==> config.mk <==
export PLATFORM = sky130hd
export DESIGN_NAME = cis_dvp_tx
export DESIGN_NICKNAME = d
export VERILOG_FILES = /design/src/rtl/cis_dvp_tx.sv
export SDC_FILE = /design/constraint.sdc
export NUM_CORES = 1
export LEC_CHECK = 0
export BUFFER_PORTS_ARGS = -buffer_cell sky130_fd_sc_hd__buf_2
export CELL_PAD_IN_SITES_DETAIL_PLACEMENT = 1
export CELL_PAD_IN_SITES_GLOBAL_PLACEMENT = 1
export CORE_MARGIN = 2
export CORE_UTILIZATION = 40
export CTS_BUF_LIST = sky130_fd_sc_hd__clkbuf_2
export DETAILED_ROUTE_END_ITERATION = 10
export GPL_TIMING_DRIVEN = 0
export HOLD_SLACK_MARGIN = 0.02
export PLACE_DENSITY_LB_ADDON = 0.08
export SLEW_MARGIN = 25
export SYNTH_ARGS = -nofsm -noshare
export SYNTH_HDL_FRONTEND = slang
export SYNTH_SLANG_ARGS = --single-unit
==> constraint.sdc <==
create_clock -name wb_clk_i -period 2.3 [get_ports wb_clk_i]
set_input_delay 0.345 -clock wb_clk_i [delete_from_list [all_inputs] [get_ports wb_clk_i]]
set_output_delay 0.345 -clock wb_clk_i [all_outputs]
set_load 0.1 [all_outputs]
==> src/rtl/cis_dvp_tx.sv <==
// cis_dvp_tx: DVP (parallel CIS) transmitter that turns a valid/ready pixel stream into
// sensor-style frames with PCLK/HSYNC/VSYNC. Optional ramp test pattern: CIS_TESTPAT_EN.
module cis_dvp_tx #(
    parameter int unsigned PIX_W     = 10,
    parameter int unsigned H_ACTIVE  = 640,
    parameter int unsigned H_BLANK   = 160,
    parameter int unsigned V_ACTIVE  = 480,
    parameter int unsigned VS_LINES  = 2,
    parameter int unsigned VBP_LINES = 8
) (
    input  logic             wb_clk_i,
    input  logic             wb_rst_i,
    input  logic             enable,
`ifdef CIS_TESTPAT_EN
    input  logic             test_mode,
`endif
    input  logic [PIX_W-1:0] s_data,
    input  logic             s_valid,
    output logic             s_ready,
    output logic             cis_pclk,
    output logic [PIX_W-1:0] cis_data,
    output logic             cis_hsync,
    output logic             cis_vsync,
    output logic             busy,
    output logic             frame_done,
    output logic             underrun
);

    localparam int unsigned H_TOTAL = H_ACTIVE + H_BLANK;
    localparam int unsigned HW      = (H_TOTAL > 1) ? $clog2(H_TOTAL) : 1;
    localparam int unsigned L_MAX_A = (V_ACTIVE > VS_LINES) ? V_ACTIVE : VS_LINES;
    localparam int unsigned L_MAX   = (L_MAX_A > VBP_LINES) ? L_MAX_A : VBP_LINES;
    localparam int unsigned LW      = (L_MAX > 1) ? $clog2(L_MAX) : 1;

    localparam logic [HW-1:0] H_LAST   = HW'(H_TOTAL - 1);
    localparam logic [HW:0]   H_ACT_X  = (HW + 1)'(H_ACTIVE);
    localparam logic [LW-1:0] VS_LAST  = LW'((VS_LINES > 0) ? VS_LINES - 1 : 0);
    localparam logic [LW-1:0] VBP_LAST = LW'((VBP_LINES > 0) ? VBP_LINES - 1 : 0);
    localparam logic [LW-1:0] VA_LAST  = LW'((V_ACTIVE > 0) ? V_ACTIVE - 1 : 0);

    typedef enum logic [1:0] {
        ST_IDLE   = 2'd0,
        ST_VSYNC  = 2'd1,
        ST_VBP    = 2'd2,
        ST_ACTIVE = 2'd3
    } state_t;

    state_t           state_q, state_d;
    logic             phase_q, phase_d;
    logic [HW-1:0]    hcnt_q, hcnt_d;
    logic [LW-1:0]    lcnt_q, lcnt_d;
    logic [PIX_W-1:0] data_q, data_d;
    logic             hsync_q, hsync_d;
    logic             vsync_q, vsync_d;
    logic             ready_q, ready_d;
    logic             done_q, done_d;
    logic             underrun_q, underrun_d;
    logic             busy_q, busy_d;

    state_t           nxt_state_s;
    logic [HW-1:0]    nxt_hcnt_s;
    logic [LW-1:0]    nxt_lcnt_s;
    logic             frame_end_s;
    logic             nxt_pix_s;

`ifdef CIS_TESTPAT_EN
    logic             tp_q, tp_d;
    logic [PIX_W-1:0] ramp_s;

    // Ramp value for the upcoming slot: column plus active-line index, wrapping at PIX_W bits.
    always_comb begin
        ramp_s = PIX_W'(nxt_hcnt_s) + PIX_W'(nxt_lcnt_s);
    end
`endif

    // Position of the slot that follows the one currently on the bus.
    always_comb begin
        nxt_state_s = state_q;
        nxt_hcnt_s  = hcnt_q + 1'b1;
        nxt_lcnt_s  = lcnt_q;
        frame_end_s = 1'b0;
        if (hcnt_q == H_LAST) begin
            nxt_hcnt_s = '0;
            nxt_lcnt_s = lcnt_q + 1'b1;
            case (state_q)
                ST_VSYNC: begin
                    if (lcnt_q == VS_LAST) begin
                        nxt_lcnt_s  = '0;
                        nxt_state_s = (VBP_LINES == 0) ? ST_ACTIVE : ST_VBP;
                    end else begin
                        nxt_state_s = ST_VSYNC;
                    end
                end
                ST_VBP: begin
                    if (lcnt_q == VBP_LAST) begin
                        nxt_lcnt_s  = '0;
                        nxt_state_s = ST_ACTIVE;
                    end else begin
                        nxt_state_s = ST_VBP;
                    end
                end
                ST_ACTIVE: begin
                    if (lcnt_q == VA_LAST) begin
                        nxt_lcnt_s  = '0;
                        frame_end_s = 1'b1;
                        nxt_state_s = enable ? ST_VSYNC : ST_IDLE;
                    end else begin
                        nxt_state_s = ST_ACTIVE;
                    end
                end
                default: begin
                    nxt_lcnt_s  = '0;
                    nxt_state_s = ST_IDLE;
                end
            endcase
        end else begin
            nxt_hcnt_s = hcnt_q + 1'b1;
        end
        nxt_pix_s = (nxt_state_s == ST_ACTIVE) && ({1'b0, nxt_hcnt_s} < H_ACT_X);
    end

    // Next-state and slot outputs; slot outputs only move on the edge that drops the phase.
    always_comb begin
        state_d    = state_q;
        phase_d    = phase_q;
        hcnt_d     = hcnt_q;
        lcnt_d     = lcnt_q;
        data_d     = data_q;
        hsync_d    = hsync_q;
        vsync_d    = vsync_q;
        busy_d     = busy_q;
        ready_d    = 1'b0;
        done_d     = 1'b0;
        underrun_d = 1'b0;
`ifdef CIS_TESTPAT_EN
        tp_d       = tp_q;
`endif
        case (state_q)
            ST_IDLE: begin
                if (enable) begin
                    state_d = ST_VSYNC;
                    phase_d = 1'b0;
                    hcnt_d  = '0;
                    lcnt_d  = '0;
                    data_d  = '0;
                    hsync_d = 1'b0;
                    vsync_d = 1'b1;
                    busy_d  = 1'b1;
`ifdef CIS_TESTPAT_EN
                    tp_d    = test_mode;
`endif
                end else begin
                    state_d = ST_IDLE;
                    phase_d = 1'b0;
                end
            end
            default: begin
                phase_d = ~phase_q;
                if (!phase_q) begin
                    // Mid-slot edge: open s_ready for the clock that ends on the next boundary.
`ifdef CIS_TESTPAT_EN
                    ready_d = nxt_pix_s && !tp_q;
`else
                    ready_d = nxt_pix_s;
`endif
                end else begin
                    state_d = nxt_state_s;
                    hcnt_d  = nxt_hcnt_s;
                    lcnt_d  = nxt_lcnt_s;
                    vsync_d = (nxt_state_s == ST_VSYNC);
                    hsync_d = nxt_pix_s;
                    busy_d  = (nxt_state_s != ST_IDLE);
                    done_d  = frame_end_s;
`ifdef CIS_TESTPAT_EN
                    if (frame_end_s && (nxt_state_s == ST_VSYNC)) begin
                        tp_d = test_mode;
                    end else begin
                        tp_d = tp_q;
                    end
`endif
                    if (nxt_pix_s) begin
`ifdef CIS_TESTPAT_EN
                        if (tp_q) begin
                            data_d = ramp_s;
                        end else if (s_valid) begin
                            data_d = s_data;
                        end else begin
                            data_d     = '0;
                            underrun_d = 1'b1;
                        end
`else
                        if (s_valid) begin
                            data_d = s_data;
                        end else begin
                            data_d     = '0;
                            underrun_d = 1'b1;
                        end
`endif
                    end else begin
                        data_d = '0;
                    end
                end
            end
        endcase
    end

    // State, counters and registered output stage.
    always_ff @(posedge wb_clk_i or posedge wb_rst_i) begin
        if (wb_rst_i) begin
            state_q    <= ST_IDLE;
            phase_q    <= 1'b0;
            hcnt_q     <= '0;
            lcnt_q     <= '0;
            data_q     <= '0;
            hsync_q    <= 1'b0;
            vsync_q    <= 1'b0;
            ready_q    <= 1'b0;
            done_q     <= 1'b0;
            underrun_q <= 1'b0;
            busy_q     <= 1'b0;
        end else begin
            state_q    <= state_d;
            phase_q    <= phase_d;
            hcnt_q     <= hcnt_d;
            lcnt_q     <= lcnt_d;
            data_q     <= data_d;
            hsync_q    <= hsync_d;
            vsync_q    <= vsync_d;
            ready_q    <= ready_d;
            done_q     <= done_d;
            underrun_q <= underrun_d;
            busy_q     <= busy_d;
        end
    end

`ifdef CIS_TESTPAT_EN
    // Test-pattern select, latched at each frame start.
    always_ff @(posedge wb_clk_i or posedge wb_rst_i) begin
        if (wb_rst_i) begin
            tp_q <= 1'b0;
        end else begin
            tp_q <= tp_d;
        end
    end
`endif

    assign s_ready    = ready_q;
    assign cis_pclk   = phase_q;
    assign cis_data   = data_q;
    assign cis_hsync  = hsync_q;
    assign cis_vsync  = vsync_q;
    assign busy       = busy_q;
    assign frame_done = done_q;
    assign underrun   = underrun_q;

endmodule

# Yosys cells after proc, flatten, opt, wreduce, memory -nomap -nowiden
# Index checks and enable logic that the tools add are counted.
# word_totals
reg_bits,38
latch_bits,0
mem_bits_rw,0
rom_bits,0
out_inout_bits,17
mem_count,0
# op_classes
add_sub_neg,2
n_mul,0
div,0
n_lt_le_gt_ge,1
n_eq_ne,10
n_shift,0
mux,44
n_bitwise,1
n_reduce_logical,7
# op_table
operator,n
$mux W10,8
$mux W9,7
$pmux W9 S3,1
$mux W1,22
$add A10 B1 Y10 const B,1
$eq A10 B10 Y1 const B,1
$lt A10 B10 Y1 const B,1
$mux W2,5
$add A9 B1 Y9 const B,1
$eq A9 B1 Y1 const B,1
$eq A9 B3 Y1 const B,1
$eq A9 B9 Y1 const B,1
$eq A2 B2 Y1 const B,3
$pmux W2 S3,1
$reduce_bool A2 Y1,3
$eq A2 B1 Y1 const B,2
$reduce_and A3 Y1,1
$logic_not A2 Y1,1
$ne A2 B2 Y1 const B,1
$reduce_and A2 Y1,1
$logic_and A1 B1 Y1,1
$not A1 Y1,1

# Logic depth before layout (Yosys ltp)
# Gate-level depths: netlist of the first run.
# logic_depth
word_depth,9
ltp_mapped,7

# Worst setup path before layout of the first run
# Ideal clock, no wire load.
# synth_timing
kind,reg-to-reg
start,"register phase_q, in the netlist cis_pclk"
end,register lcnt_q[8]
setup_ns,0.121
t_arrival_ns,2.183
t_required_ns,2.179
path_slack_ns,-0.004
stages_incl_launch_ff,7
n_path_buf,1
cell_sequence,dfrtp_1 o21a_1 a21o_1 o21ai_2 clkbuf_1 a21o_1 a22o_1
# synth_via
elab_chain_cells,2
# synth_lines
element,line,text
from (decl),49,"logic phase_q, phase_d;"
from (signal assigned),223,phase_q <= phase_d;
$reduce_bool A2 Y1 (no source line),-,
$reduce_and A3 Y1 (no source line),-,
to (signal assigned),225,lcnt_q <= lcnt_d;
to (decl),51,"logic [LW-1:0] lcnt_q, lcnt_d;"
# Every way passes these cells.
# A chain may end at the register's enable or synchronous reset.

# Worst setup path after layout of the first run
# layout_timing
start,register lcnt_q[6]
end,register lcnt_q[0]
# layout_via
elab_chain_cells,6
elab_cells_between_ends,10
# layout_lines
element,line,text
"$eq A9 B9 Y1, or another cell as far along",103,if (lcnt_q == VA_LAST) begin
$mux W9 (on tied branches),"103, 87, 95",
$pmux W9 S3 (*),85,case (state_q)
$mux W9 (*),82,if (hcnt_q == H_LAST) begin
$mux W9 (*),159,if (!phase_q) begin
$mux W9 (*),138,case (state_q)
# Mark *: on every way between the ends. The rest lies on a longest branch, timed or not. The select of a mux whose other input is x is not followed.

==> results of run 1 <==
-- power groups by stage --
stage | logic (mW) | clock network [mW] | registers, mW
6_report | 0.0370 | 0.415 | 0.669
5_1_grt | 0.0426 | 0.455 | 0.670
4_1_cts | 0.0387 | 0.435 | 0.669
3_5_place_dp | 0.0374 | 0 | 0.681
3_3_place_gp | 0.0312 | 0 | 0.681
2_1_floorplan | 0.0132 | 0 | 0.681
-- area by class of cell --
| type | count | area [sq um] | area share [%] |
|---|---|---|---|
| plain buffers | 11 | 57.6 | 2.19 |
| flip-flops and latches | 38 | 952 | 36.2 |
| well taps | 70 | 87.6 | 3.33 |
| repair buffers | 40 | 248 | 9.42 |
| inverters | 10 | 37.5 | 1.43 |
| clock buffers | 5 | 25.0 | 0.951 |
| clock inverters | 3 | 40.0 | 1.52 |
| multi-input cells | 171 | 1180 | 45.0 |
-- Yosys cell counts (all sizes together) --
master   instances
o211ai           1
o2bb2ai          1
ha               3
xnor2            1
dfrtp           38
a21o             5
nand4b           1
and4b            1
nor3b            1
o41ai            1
o2111ai          1
nor4             5
nor3             4
xor2             1
nand3           13
or4b             1
a31oi            3
o22ai            3
nand4            5
and3             1
and2             4
o311a            1
nor2            20
or2              1
a22o             9
o31ai           17
a21oi            4
inv             10
o21bai           1
o21ai           16
or3b             1
a41oi            1
mux2             3
nor2b            1
or3              2
buf              5
clkbuf           6
o21a             2
nand2           33
nand2b           2
or4              1
-- through the flow --
step,power [mW],utilization [%]
finish,1.12,51.2
global placement,0.712,46.6
CTS,1.14,49.1
floorplan,0.694,-
global route,1.17,51.2
detailed placement,0.718,47.1
-- cell families (layout without fill, tap and decap cells) --
kind of cell             Yosys count  in the layout  share of synthesized area [%]
buffers and inverters             21             69                           4.36
XOR/XNOR                           2              2                          0.813
adder cells (fa/ha/maj)            3              3                           1.74
AND/OR/NAND/NOR                   97             97                           24.3
AO/OA/AOI/OAI                     66             66                           23.1
multiplexers                       3              3                           1.57
flip-flops                        38             38                           44.1
-- worst paths after layout --
path                        startpoint     endpoint  slack, ns  cells after the start
max                          lcnt_q[6]    lcnt_q[0]        0.1                      6
min                            s_valid     underrun       0.13                      2
max reg2reg                  lcnt_q[6]    lcnt_q[0]        0.1                      6
min reg2reg                cis_data[4]  cis_data[4]       0.50                      2
max in group asynchronous     wb_rst_i     cis_pclk       1.41                      4
min in group asynchronous     wb_rst_i    lcnt_q[6]       0.44                      3
-- registers in the layout, indices dropped and copies added, names as in the netlist --
name and count:
cis_data 10, hcnt_q 10, lcnt_q 9, state_q 2, busy 1, cis_hsync 1, cis_pclk 1, cis_vsync 1
frame_done 1, s_ready 1, underrun 1
-- repair_timing --
action / CTS / global route
hold endpoints to repair: 16 / 0
buffers inserted: 0 / 8
resized for setup: 4 / 10
hold buffers: 1 / 0
pin swaps: 0 / 3
setup endpoints to repair: 18 / 20
-- routing by layer --
metal	global-route usage, %	vias to the layer above	wire [um]	share of wire, %
li1	-	937	-	-
met1	27.5	970	2620	47
met2	31.7	31	2730	49
met3	3.95	6	176	3.2
met4	5.36	0	68	1.2
met5	0	-	0	0
==> metrics.txt, run 1 <==
placed cell area=0.00242 sq mm; chip height=slightly below 80 um; chip width=77.4 um; worst path buffer plus inverter count=1; placed insts=331; period utilisation layout=95.7%; Finish-stage setup viols=0; outcome=finished, final reports clean; vias=approximately 1900; io pins=31; Setup WS post-layout=0.0994 ns; Seq pwr share=59.7%; CP required=2.63 ns; Clock transition at path regs=~0.20 ns; GRT Resource Usage Total=19.8%; post-DR wirelength/cell=16.1 um; area grow syn2layout=22.1%; WP data arrival=2.53 ns; CTS tree=built; internal power=865 uW; routed vias/inst=5.59; clk buf depth=2; design area=0.00263 sq mm; ratio of cells with drive above 1 in the final layout=28.8%; clock insertion delay at the later pin of the skew report=between 0.4 and 0.5 ns; Fmax achieved=454 MHz; DRC Markers=0; PortBufs=30; final setup TNS=0 ns; Initial Utilization=41.9%; LEAKAGE=about 1.1 nW; Setup CP Type=reg2reg; Hold WS=0.131 ns; Synth area leader=dfrtp_1; cells taking the most area after synthesis=dfrtp_1 (44%), nand2_1 (5.7%), o31ai_1 (5.2%); synthesized cell area=0.00215 sq mm; HPWL Detailed=4.07 mm; Layout Cells excl Fill=348; pre-CTS setup slack=-0.0792 ns; H-tree depth=2; grt ovf=0; drt first pass iters=4; unrepaired setup endpoints after global routing=true; CP Capture Type=flop; total routed wirelength=between 5 and 6 mm; First DRT Iteration DRCs=69; Synth top area share=~44%; combinational share of power=3.3%; Hold WC Path Type=in2reg; Clock Sinks=38; Rows=26; worst stage delay on the critical path=0.59 ns; Clk network pwr share=37.0%; vias in the first global route=1962; power per cell area=~430 mW/mm^2; nets=between 200 and 300; Final min period=2.20 ns; library cells used by synthesis=53; DIE AREA=0.00599 sq mm; YS warnings=0; Least-Margin Pin Slew=0.562 ns; P_sw=257 uW; Seq/Total Area, Yosys=roughly 44%; maxcap violations=0; Filler cells=631; Core Box Area=0.00514 sq mm; Max transition margin=62.1%; antenna violations before repair=0; most frequent cells in the layout=dfrtp_1 (37), buf_2 (33), nand2_1 (33); leading cell type in the layout, fill and taps excluded=dfrtp_1; post-synthesis net count=247; Fin. Hold Viols=0; max-slew violations=0; CP Max Fanout=9; worst vdd ir=321 uV; pin count of the biggest net entering global routing=23; switching share of total power=between 20% and 30%; Seq cells post-synth=38; Crit-path slowest cell=or4b_1; first-pass GRT wire length=9.72 mm; Cell Chain, Critical Path=clkbuf_1 > or4b_1 > o31ai_2 > o21bai_2 > nor2b_4 > mux2_2; Worst path top cell family by delay=simple AND/OR/NAND/NOR gates; Worst Skew=0.00774 ns; Synth Area per Inst=9.37 sq um; CTS buffer count=5; Post-Synthesis Cells=230; # diodes=0; Root Buffer Master=clkbuf_2; Critical Path Source Type=flop; GP Congestion=~0.83; DRT antenna net count=0
Power figures use the tool's default switching activity.
==> run 2, diff against run 1 <==
--- a/config.mk
+++ b/config.mk
@@ -15,6 +15,7 @@
 export GPL_TIMING_DRIVEN = 0
 export HOLD_SLACK_MARGIN = 0.02
 export PLACE_DENSITY_LB_ADDON = 0.08
+export RECOVER_POWER = 100
 export SLEW_MARGIN = 25
 export SYNTH_ARGS = -nofsm -noshare
 export SYNTH_HDL_FRONTEND = slang
==> run 2 against run 1 <==
Non-clock buffer count is the same. Worst setup slack improved by 0.0049 ns. Flip-flop and latch count did not move. Sequential power hardly changed. Clock-buffer cell count stayed put.
==> metrics.txt, run 2 (synthesis results as in run 1) <==
outcome=finished, final reports clean (unchanged); vias in the first global route=1962 (unchanged); routed vias/inst=5.64 (was 5.59); CP Max Fanout=9 (unchanged); period utilisation layout=95.5% (was 95.7%); DIE AREA=0.00599 sq mm (unchanged); power per cell area=427 mW/mm^2 (was 426 mW/mm^2); Root Buffer Master=clkbuf_2 (unchanged); clk buf depth=2 (unchanged); placed cell area=0.00242 sq mm (unchanged); GP Congestion=0.834 (unchanged); area grow syn2layout=21.4% (was 22.1%); drt first pass iters=4 (unchanged); worst vdd ir=321 uV (about the same); total power=1.12 mW (about the same); Hold WC Path Type=in2reg (unchanged); Critical Path Source Type=flop (unchanged); Least-Margin Pin Slew=1.01 ns (was 0.562 ns); design area=0.00262 sq mm (was 0.00263 sq mm); Clock Sinks=38 (unchanged); CTS buffer count=5 (unchanged); PortBufs=30 (unchanged); Core Box Area=0.00514 sq mm (unchanged); chip height=77.4 um (unchanged); total routed wirelength=5.61 mm (was 5.59 mm); Setup CP Type=reg2reg (unchanged); First DRT Iteration DRCs=70 (was 69); Fmax achieved=455 MHz (was 454 MHz); # diodes=0 (unchanged); grt ovf=0 (unchanged); leading cell type in the layout, fill and taps excluded=dfrtp_1 (unchanged); combinational share of power=2.9% (was 3.3%); Filler cells=633 (was 631); chip width=77.4 um (unchanged); H-tree depth=2 (unchanged); Fin. Hold Viols=0 (unchanged); HPWL Detailed=4.07 mm (unchanged); CP required=2.62 ns (was 2.63 ns); Clk network pwr share=37.2% (was 37.0%); first-pass GRT wire length=9.72 mm (unchanged); CTS tree=built (unchanged); Rows=26 (unchanged); maxcap violations=0 (unchanged); io pins=31 (unchanged); CP Capture Type=flop (unchanged); Final min period=2.20 ns (about the same); vias=1961 (was 1944); Seq pwr share=59.9% (was 59.7%); Worst Skew=0.00600 ns (was 0.00774 ns); ratio of cells with drive above 1 in the final layout=28.1% (was 28.8%); Hold WS=0.128 ns (was 0.131 ns); post-DR wirelength/cell=16.1 um (about the same); GRT Resource Usage Total=19.8% (unchanged); P_sw=256 uW (was 257 uW); WP data arrival=2.52 ns (was 2.53 ns); Clock transition at path regs=0.20 ns (about the same); antenna violations before repair=0 (unchanged); pin count of the biggest net entering global routing=23 (unchanged); Finish-stage setup viols=0 (unchanged); clock insertion delay at the later pin of the skew report=0.40 ns (was 0.41 ns); Max transition margin=32.4% (was 62.1%); LEAKAGE=1.09 nW (about the same); Final Util=50.9% (was 51.2%); internal power=861 uW (was 865 uW); DRT antenna net count=0 (unchanged); max-slew violations=0 (unchanged); most frequent cells in the layout=dfrtp_1 (37), buf_2 (33), nand2_1 (33) (unchanged); DRC Markers=0 (unchanged); switching share of total power=22.9% (about the same); nets=294 (unchanged); unrepaired setup endpoints after global routing=true (unchanged); Initial Utilization=41.9% (unchanged)
==> run 2: worst max-delay path, stage by stage, from the launching register on <==
cell and delay, ns:
dfrtp_1 0.41, clkbuf_1 0.19, or4b_1 0.59, o31ai_2 0.26, o21bai_2 0.20, nor2b_4 0.20, mux2_2 0.27
==> run 2: per-stage QoR <==
step	TNS (ns)	worst slack (ns)	std cells
2_1_floorplan	0	0.252	230
3_3_place_gp	-0.695	-0.0687	330
3_5_place_dp	-0.909	-0.0792	331
4_1_cts	0	0.000475	340
5_1_grt	-0.0657	-0.0278	348
6_report	0	0.104	348
==> run 2: layer usage <==
layer / track usage, % / share of wire [%]
met4: 5.36 / 1.2
met2: 31.7 / 49
met1: 27.5 / 47
met5: 0 / 0
met3: 3.95 / 3.4
==> run 2: power groups by stage <==
stage          Clock (mW)  Combinational, mW  Sequential (mW)
3_5_place_dp            0             0.0374            0.681
3_3_place_gp            0             0.0312            0.681
6_report            0.415             0.0326            0.669
4_1_cts             0.435             0.0387            0.669
5_1_grt             0.455             0.0382            0.670
2_1_floorplan           0             0.0132            0.681
==> run 2: final cells by class <==
class / count / area (sq um) / area share [%]
Multi-Input combinational cell: 171 / 1180 / 45.2
Inverter: 10 / 37.5 / 1.43
Sequential cell: 38 / 952 / 36.4
Buffer: 11 / 57.6 / 2.20
Clock inverter: 3 / 40.0 / 1.53
Tap cell: 70 / 87.6 / 3.35
Clock buffer: 5 / 25.0 / 0.956
Timing Repair Buffer: 40 / 233 / 8.90
==> run 2: path summary, 6_finish.rpt <==
path	end	from	cells after the start	slack [ns]
worst max-delay path	lcnt_q[0]	lcnt_q[6]	6	0.10
worst min-delay path	underrun	s_valid	2	0.13
worst max register to register	lcnt_q[0]	lcnt_q[6]	6	0.10
worst min register to register	cis_data[4]	cis_data[4]	2	0.50
max in group asynchronous	cis_pclk	wb_rst_i	4	0.35
min in group asynchronous	lcnt_q[6]	wb_rst_i	3	0.53
==> run 2: timing repair <==
item | in CTS | in global routing
hold buffers | 1 | 0
endpoints found under the setup margin | 18 | 20
endpoints found under the hold margin | 16 | 0
gates resized for setup | 4 | 10
pin swaps | 0 | 3
buffers inserted | 0 | 8
